`src/rtl/adder_operand_packer_pkg.sv`:
```
// Shared constants and helpers for the 4-operand adder datapath.
package adder_operand_packer_pkg;

  // Operands per packed group (x, y, z, w).
  localparam int NUM_OPS = 4;

  // Width of an operand slot index.
  localparam int SLOT_W = $clog2(NUM_OPS);

  // Lowest bit of operand slot k inside a packed vector of w-bit words:
  // slot k occupies [(k+1)*w-1 : k*w].
  function automatic int op_lsb(input int k, input int w);
    return k * w;
  endfunction

endpackage

```
`src/rtl/adder_operand_packer_if.sv`:
```
// Operand stream in, packed group out: the packer's handshake bundle.
interface adder_operand_packer_if #(
  parameter int W = 8
);

  logic           in_valid;
  logic           in_ready;
  logic [W-1:0]   in_data;
  logic           in_cin;
  logic           in_abort;
  logic [4*W-1:0] ins;
  logic           cin;
  logic           ins_valid;
  logic           ins_ready;

  // Packer side.
  modport slave (
    input  in_valid, in_data, in_cin, in_abort, ins_ready,
    output in_ready, ins, cin, ins_valid
  );

  // Producer/consumer side.
  modport master (
    output in_valid, in_data, in_cin, in_abort, ins_ready,
    input  in_ready, ins, cin, ins_valid
  );

endinterface

```
`src/rtl/adder_hold_stage.sv`:
```
// One-entry valid/ready holding register. A load and a drain on the same
// edge keeps the stage full with the newly loaded data.
module adder_hold_stage #(
  parameter int DW = 33
) (
  input  logic          clk,
  input  logic          rst_n,
  input  logic          load,
  input  logic [DW-1:0] load_data,
  input  logic          ready,
  output logic [DW-1:0] data,
  output logic          valid
);

  logic [DW-1:0] data_r;
  logic          valid_r;

  // Occupancy flag: set on load, cleared on drain without a refill.
  always_ff @(posedge clk or negedge rst_n) begin
    if (!rst_n) begin
      valid_r <= 1'b0;
    end else if (load) begin
      valid_r <= 1'b1;
    end else if (valid_r && ready) begin
      valid_r <= 1'b0;
    end else begin
      valid_r <= valid_r;
    end
  end

  // Held payload: only a load changes it, so it is stable while stalled.
  always_ff @(posedge clk or negedge rst_n) begin
    if (!rst_n) begin
      data_r <= {DW{1'b0}};
    end else if (load) begin
      data_r <= load_data;
    end else begin
      data_r <= data_r;
    end
  end

  assign data  = data_r;
  assign valid = valid_r;

endmodule

```
`src/rtl/adder_operand_packer.sv`:
```
// Packs four serial W-bit operand beats (x,y,z,w) plus carry-in into one
// 4*W vector held in a one-entry output stage. The closing beat loads the
// output stage directly, so the next group collects while one is held.
module adder_operand_packer
  import adder_operand_packer_pkg::*;
#(
  parameter int W     = 8,
  parameter int CNT_W = 16
) (
  input  logic             clk,
  input  logic             rst_n,
  adder_operand_packer_if.slave bus,
  output logic [2:0]       fill,
  output logic [CNT_W-1:0] grp_count
);

  localparam int HOLD_W = NUM_OPS * W + 1;

  logic [3*W-1:0]    asm_r;
  logic [2:0]        fill_r;
  logic [CNT_W-1:0]  grp_count_r;
  logic              ready_en_r;
  logic              in_ready_s;
  logic              accept_s;
  logic              load_s;
  logic              drain_s;
  logic [HOLD_W-1:0] load_data_s;
  logic [HOLD_W-1:0] hold_data_s;
  logic              hold_valid_s;

  // Only the closing beat can stall, and only when the held group is not
  // leaving this cycle. ready_en_r keeps in_ready low until the first edge
  // after reset release.
  assign in_ready_s = ready_en_r &&
                      !((fill_r == 3'd3) && hold_valid_s && !bus.ins_ready);
  assign accept_s   = bus.in_valid && in_ready_s;
  assign load_s     = accept_s && (fill_r == 3'd3) && !bus.in_abort;
  assign drain_s    = hold_valid_s && bus.ins_ready;
  assign load_data_s = {bus.in_cin, bus.in_data, asm_r};

  // Out-of-reset flag gating in_ready.
  always_ff @(posedge clk or negedge rst_n) begin
    if (!rst_n) begin
      ready_en_r <= 1'b0;
    end else begin
      ready_en_r <= 1'b1;
    end
  end

  // Slot counter: abort wins over any beat accepted in the same cycle.
  always_ff @(posedge clk or negedge rst_n) begin
    if (!rst_n) begin
      fill_r <= 3'd0;
    end else if (bus.in_abort) begin
      fill_r <= 3'd0;
    end else if (accept_s) begin
      if (fill_r == 3'd3) begin
        fill_r <= 3'd0;
      end else begin
        fill_r <= fill_r + 3'd1;
      end
    end else begin
      fill_r <= fill_r;
    end
  end

  // Assembly words x,y,z; w goes straight to the hold stage with cin.
  always_ff @(posedge clk or negedge rst_n) begin
    if (!rst_n) begin
      asm_r <= {(3*W){1'b0}};
    end else if (accept_s && !bus.in_abort) begin
      case (fill_r)
        3'd0:    asm_r[op_lsb(0, W) +: W] <= bus.in_data;
        3'd1:    asm_r[op_lsb(1, W) +: W] <= bus.in_data;
        3'd2:    asm_r[op_lsb(2, W) +: W] <= bus.in_data;
        default: asm_r <= asm_r;
      endcase
    end else begin
      asm_r <= asm_r;
    end
  end

  // Emitted-group counter, wraps naturally.
  always_ff @(posedge clk or negedge rst_n) begin
    if (!rst_n) begin
      grp_count_r <= {CNT_W{1'b0}};
    end else if (drain_s) begin
      grp_count_r <= grp_count_r + CNT_W'(1);
    end else begin
      grp_count_r <= grp_count_r;
    end
  end

  adder_hold_stage #(
    .DW(HOLD_W)
  ) u_hold (
    .clk       (clk),
    .rst_n     (rst_n),
    .load      (load_s),
    .load_data (load_data_s),
    .ready     (bus.ins_ready),
    .data      (hold_data_s),
    .valid     (hold_valid_s)
  );

  assign bus.in_ready  = in_ready_s;
  assign bus.ins       = hold_data_s[NUM_OPS*W-1:0];
  assign bus.cin       = hold_data_s[NUM_OPS*W];
  assign bus.ins_valid = hold_valid_s;
  assign fill          = fill_r;
  assign grp_count     = grp_count_r;

endmodule

```
`src/flat_wrapper.sv`:
```
// flat-port wrapper written by rule: the top's interface ports become plain ports
module adder_operand_packer_flat import adder_operand_packer_pkg::*;
#(
  parameter int W     = 8,
  parameter int CNT_W = 16
)
  (clk, rst_n, fill, grp_count, bus_in_valid, bus_in_data, bus_in_cin, bus_in_abort, bus_ins_ready, bus_in_ready, bus_ins, bus_cin, bus_ins_valid);
  adder_operand_packer_if #(.W(W)) bus_i ();
  input  logic clk;
  input  logic rst_n;
  output logic [2:0] fill;
  output logic [CNT_W-1:0] grp_count;
  input wire logic [$bits(bus_i.in_valid)-1:0] bus_in_valid;
  input wire logic [$bits(bus_i.in_data)-1:0] bus_in_data;
  input wire logic [$bits(bus_i.in_cin)-1:0] bus_in_cin;
  input wire logic [$bits(bus_i.in_abort)-1:0] bus_in_abort;
  input wire logic [$bits(bus_i.ins_ready)-1:0] bus_ins_ready;
  output wire logic [$bits(bus_i.in_ready)-1:0] bus_in_ready;
  output wire logic [$bits(bus_i.ins)-1:0] bus_ins;
  output wire logic [$bits(bus_i.cin)-1:0] bus_cin;
  output wire logic [$bits(bus_i.ins_valid)-1:0] bus_ins_valid;
  assign bus_i.in_valid = bus_in_valid;
  assign bus_i.in_data = bus_in_data;
  assign bus_i.in_cin = bus_in_cin;
  assign bus_i.in_abort = bus_in_abort;
  assign bus_i.ins_ready = bus_ins_ready;
  assign bus_in_ready = bus_i.in_ready;
  assign bus_ins = bus_i.ins;
  assign bus_cin = bus_i.cin;
  assign bus_ins_valid = bus_i.ins_valid;
  adder_operand_packer #(.W(W), .CNT_W(CNT_W)) u_core (.clk(clk), .rst_n(rst_n), .bus(bus_i), .fill(fill), .grp_count(grp_count));
endmodule
```
`config.mk`:
```
export PLATFORM = sky130hd
export DESIGN_NAME = adder_operand_packer_flat
export DESIGN_NICKNAME = d
export VERILOG_FILES = /design/src/rtl/adder_operand_packer_pkg.sv /design/src/rtl/adder_operand_packer_if.sv /design/src/rtl/adder_hold_stage.sv /design/src/rtl/adder_operand_packer.sv /design/src/flat_wrapper.sv
export SDC_FILE = /design/constraint.sdc
export NUM_CORES = 1
export LEC_CHECK = 0
export BUFFER_PORTS_ARGS = -buffer_cell sky130_fd_sc_hd__buf_2
export CORE_ASPECT_RATIO = 0.9
export CORE_UTILIZATION = 25
export CTS_BUF_LIST = sky130_fd_sc_hd__clkbuf_4
export DETAILED_ROUTE_END_ITERATION = 6
export SLEW_MARGIN = 5
export SYNTH_ARGS = -nofsm -noshare
export SYNTH_HDL_FRONTEND = slang
export SYNTH_SLANG_ARGS = --single-unit
```
`constraint.sdc`:
```
create_clock -name clk -period 6.2 [get_ports clk]
set_input_delay 0.62 -clock clk [delete_from_list [all_inputs] [get_ports clk]]
set_output_delay 0.62 -clock clk [all_outputs]
set_load 0.02 [all_outputs]
```
==> flow_metrics.py <==
metrics = {
    "timing": {
        "worst_slew_pin_slew_ns": 0.986,
        "fin_crit_sh_pct": 42.9,
        "fin_crit_ns": 2.66,
        "timing.setup.tns_ns": 0,
        "skew_ns": 0.0128,
        "slew_headroom_pct": 34.1,
        "hold_violations": 0,
        "clock.fmax_mhz": 376,
        "rsz0062_at_grt": "no",
        "drv_slew": 0,
        "setup_viol": 0,
    },
    "finish": {
        "drive_gt1_share_pct": 50.5,
        "fin_nets": 301,
        "num_antenna_cells": 0,
        "postLayoutCellArea_um2": 3780,
        "area_growth_pct": 21.4,
    },
    "critical_path": {
        "start_kind": "flip-flop",
        "r2r-start": "u_core.fill[0]",
        "path_buf_inv": 0,
        "cp_slowest_cell": "nor2_4",
        "reg2reg_depth": 5,
        "required_ns": 6.50,
        "critPathMaxFanout": 33,
        "rrSetupSlack_ns": 3.54,
        "crit_family": "simple AND/OR/NAND/NOR gates",
        "worstPathArrival_ns": 2.96,
        "crit_type": "reg2reg",
        "cp-end-kind": "flip-flop",
        "r2r-end": "u_core.u_hold.data[28]",
        "cpPeakStageDelay_ns": 0.77,
        "crit_chain": "ha_1 > and2b_1 > or3b_1 > nor2_4 > mux2_2",
    },
    "placed_design": {
        "gp_congestion": 0.677,
        "port-buffer-count": 67,
        "place_area_um2": 3620,
        "dp_hpwl_um": 4180,
    },
    "cts": {
        "cts_buffer_depth": 2,
        "cts.reportedPaths.clkPinSlew_ns": 0.13,
        "cts-resized-gates": 0,
        "numCtsBuffers": 9,
        "cts_root_buf": "clkbuf_4",
        "cts_tree": "done",
        "clk_latency_ns": 0.41,
        "cts_sinks": 78,
        "cts_setup_buffers": 0,
        "htreeDepth": 3,
        "ctsHoldBuffers": 0,
    },
    "yosys": {
        "synth_most_common_cell": "dfrtp_1",
        "synth_area_leaders": "dfrtp_1, mux2_2, xnor2_1",
        "synthesis.area_um2": 3110,
        "synthCells": 207,
        "ys_warn_count": 0,
        "ys.flop_type": "dfrtp_1",
        "synth-seq-cells": 78,
        "synth_edf_count": 0,
        "synth_top_area_share_pct": 62.7,
        "synth_nets": 226,
        "synth_top_cell_by_area": "dfrtp_1",
        "syn_avg_cell_area_um2": 15.0,
        "synth-seq-area-share_pct": 62.7,
        "synth.distinct_cells": 28,
        "synthArstFlopShare_pct": 100,
        "synth_commonest_cells": "dfrtp_1, mux2_2, xnor2_1",
    },
    "floorplanning": {
        "chipHeight_um": 108,
        "core.rowCount": 38,
        "ios": 68,
        "die_width_um": 120,
        "start_util_pct": 25.8,
        "dieArea_um2": 12900,
        "core_um2": 12100,
    },
    "job": {
        "max_cap_violations": 0,
    },
    "drt": {
        "first_pass_iters": 4,
        "detail_route.iter0.violations": 61,
        "ant_nets": 0,
        "drc_errors": 0,
        "viasPerCell": 4.11,
        "vias": 1837,
        "routed_wl_um": 6040,
        "wl_per_cell_um": 13.5,
    },
    "power_and_ir_drop": {
        "p_leak_nw": 2.00,
        "ir_drop_mv": 0.0720,
        "cellPowerDensity_nw_per_um2": 257,
    },
    "run_status": {
        "status": "finished clean",
    },
    "min_path": {
        "hold_path.class": "in2async",
    },
    "grt": {
        "grt_pass1_vias": 1887,
        "grt_max_degree": 79,
        "grt.total_usage_pct": 10.2,
        "gr-total-overflow": 0,
        "antenna_found_initial": 0,
        "grt_pass1_wl_um": 10000,
    },
}
==> registers in the layout (all words and copies together), names as in the netlist <==
signal	flops
u_core.asm_r	24
u_core.fill	3
u_core.grp_count	16
u_core.ready_en_r	1
u_core.u_hold.data	33
u_core.u_hold.valid	1
==> kinds of logic (layout without fill, tap and decap cells) <==
family	count (synthesis)	count (layout)	share of synthesized area (%)
other cells	1	1	0.121
fa+ha+maj	5	5	2.01
mux	58	58	21.0
buf+inv	8	88	1.69
compound gates	6	6	2.05
flops	78	78	62.7
xor+xnor	15	15	4.22
simple gates	36	36	6.19
==> worst max-delay path by stage <==
stage / startpoint / endpoint / slack [ns] / depth (start not counted)
after floorplan: u_core.fill[0] / u_core.u_hold.data[10] / 4.05 / 6
after global routing: u_core.fill[0] / u_core.u_hold.data[12] / 3.33 / 5
after global placement: bus_in_valid / u_core.u_hold.data[27] / 3.56 / 5
final: u_core.fill[0] / u_core.u_hold.data[28] / 3.54 / 5
after CTS: u_core.fill[0] / u_core.u_hold.data[28] / 3.50 / 5
after detailed placement: bus_in_valid / u_core.u_hold.data[24] / 3.49 / 5
==> cells in the final DEF, fill, tap and decap left out, drive strengths merged <==
| cell | count |
|---|---|
| xor2 | 6 |
| nand2b | 1 |
| and2b | 2 |
| nor3 | 4 |
| nand4 | 1 |
| and3 | 3 |
| nor4 | 2 |
| a21o | 1 |
| or3b | 1 |
| a22oi | 1 |
| nand2 | 11 |
| clkinv | 4 |
| a21boi | 1 |
| nor2 | 6 |
| a311oi | 1 |
| buf | 67 |
| bufinv | 2 |
| dfrtp | 78 |
| xnor2 | 9 |
| nand3 | 5 |
| a2111oi | 1 |
| inv | 5 |
| ha | 5 |
| a21oi | 1 |
| clkbuf | 10 |
| conb | 1 |
| mux2 | 58 |
==> layout make-up <==
class | count | area, um2
fill | 1253 | 8300
sequential | 78 | 1950
multi-input combinational | 121 | 1110
timing repair buffer | 67 | 338
tap | 160 | 200
clock inverter | 6 | 86.3
clock buffer | 10 | 75.1
inverter | 5 | 18.8
==> metal layers <==
layer	share of wire, %	vias up	GRT usage, %
met5	0	-	0
met1	47	924	13.5
met4	0.96	0	4.82
li1	-	870	-
met2	48	39	15.5
met3	3.6	4	2.86
==> power breakdown <==
part / switching [W] / internal [W] / total, W
clock network: 0.000173 / 0.000168 / 0.000341
logic: 0.0000346 / 0.0000350 / 0.0000696
registers: 0.0000168 / 0.000544 / 0.000561
==> metrics by stage <==
stage	instances	util (%)	hold slack (ns)	power [W]	setup WS, ns
floorplan	207	-	0.324	0.000609	4.05
global placement	431	29.9	0.468	0.000638	3.56
detailed placement	431	29.9	0.471	0.000643	3.49
CTS	447	31.3	0.361	0.000992	3.50
global route	447	31.3	0.385	0.00102	3.33
finish	447	31.3	0.356	0.000971	3.54
No activity file was read; power rests on OpenSTA's default activity.
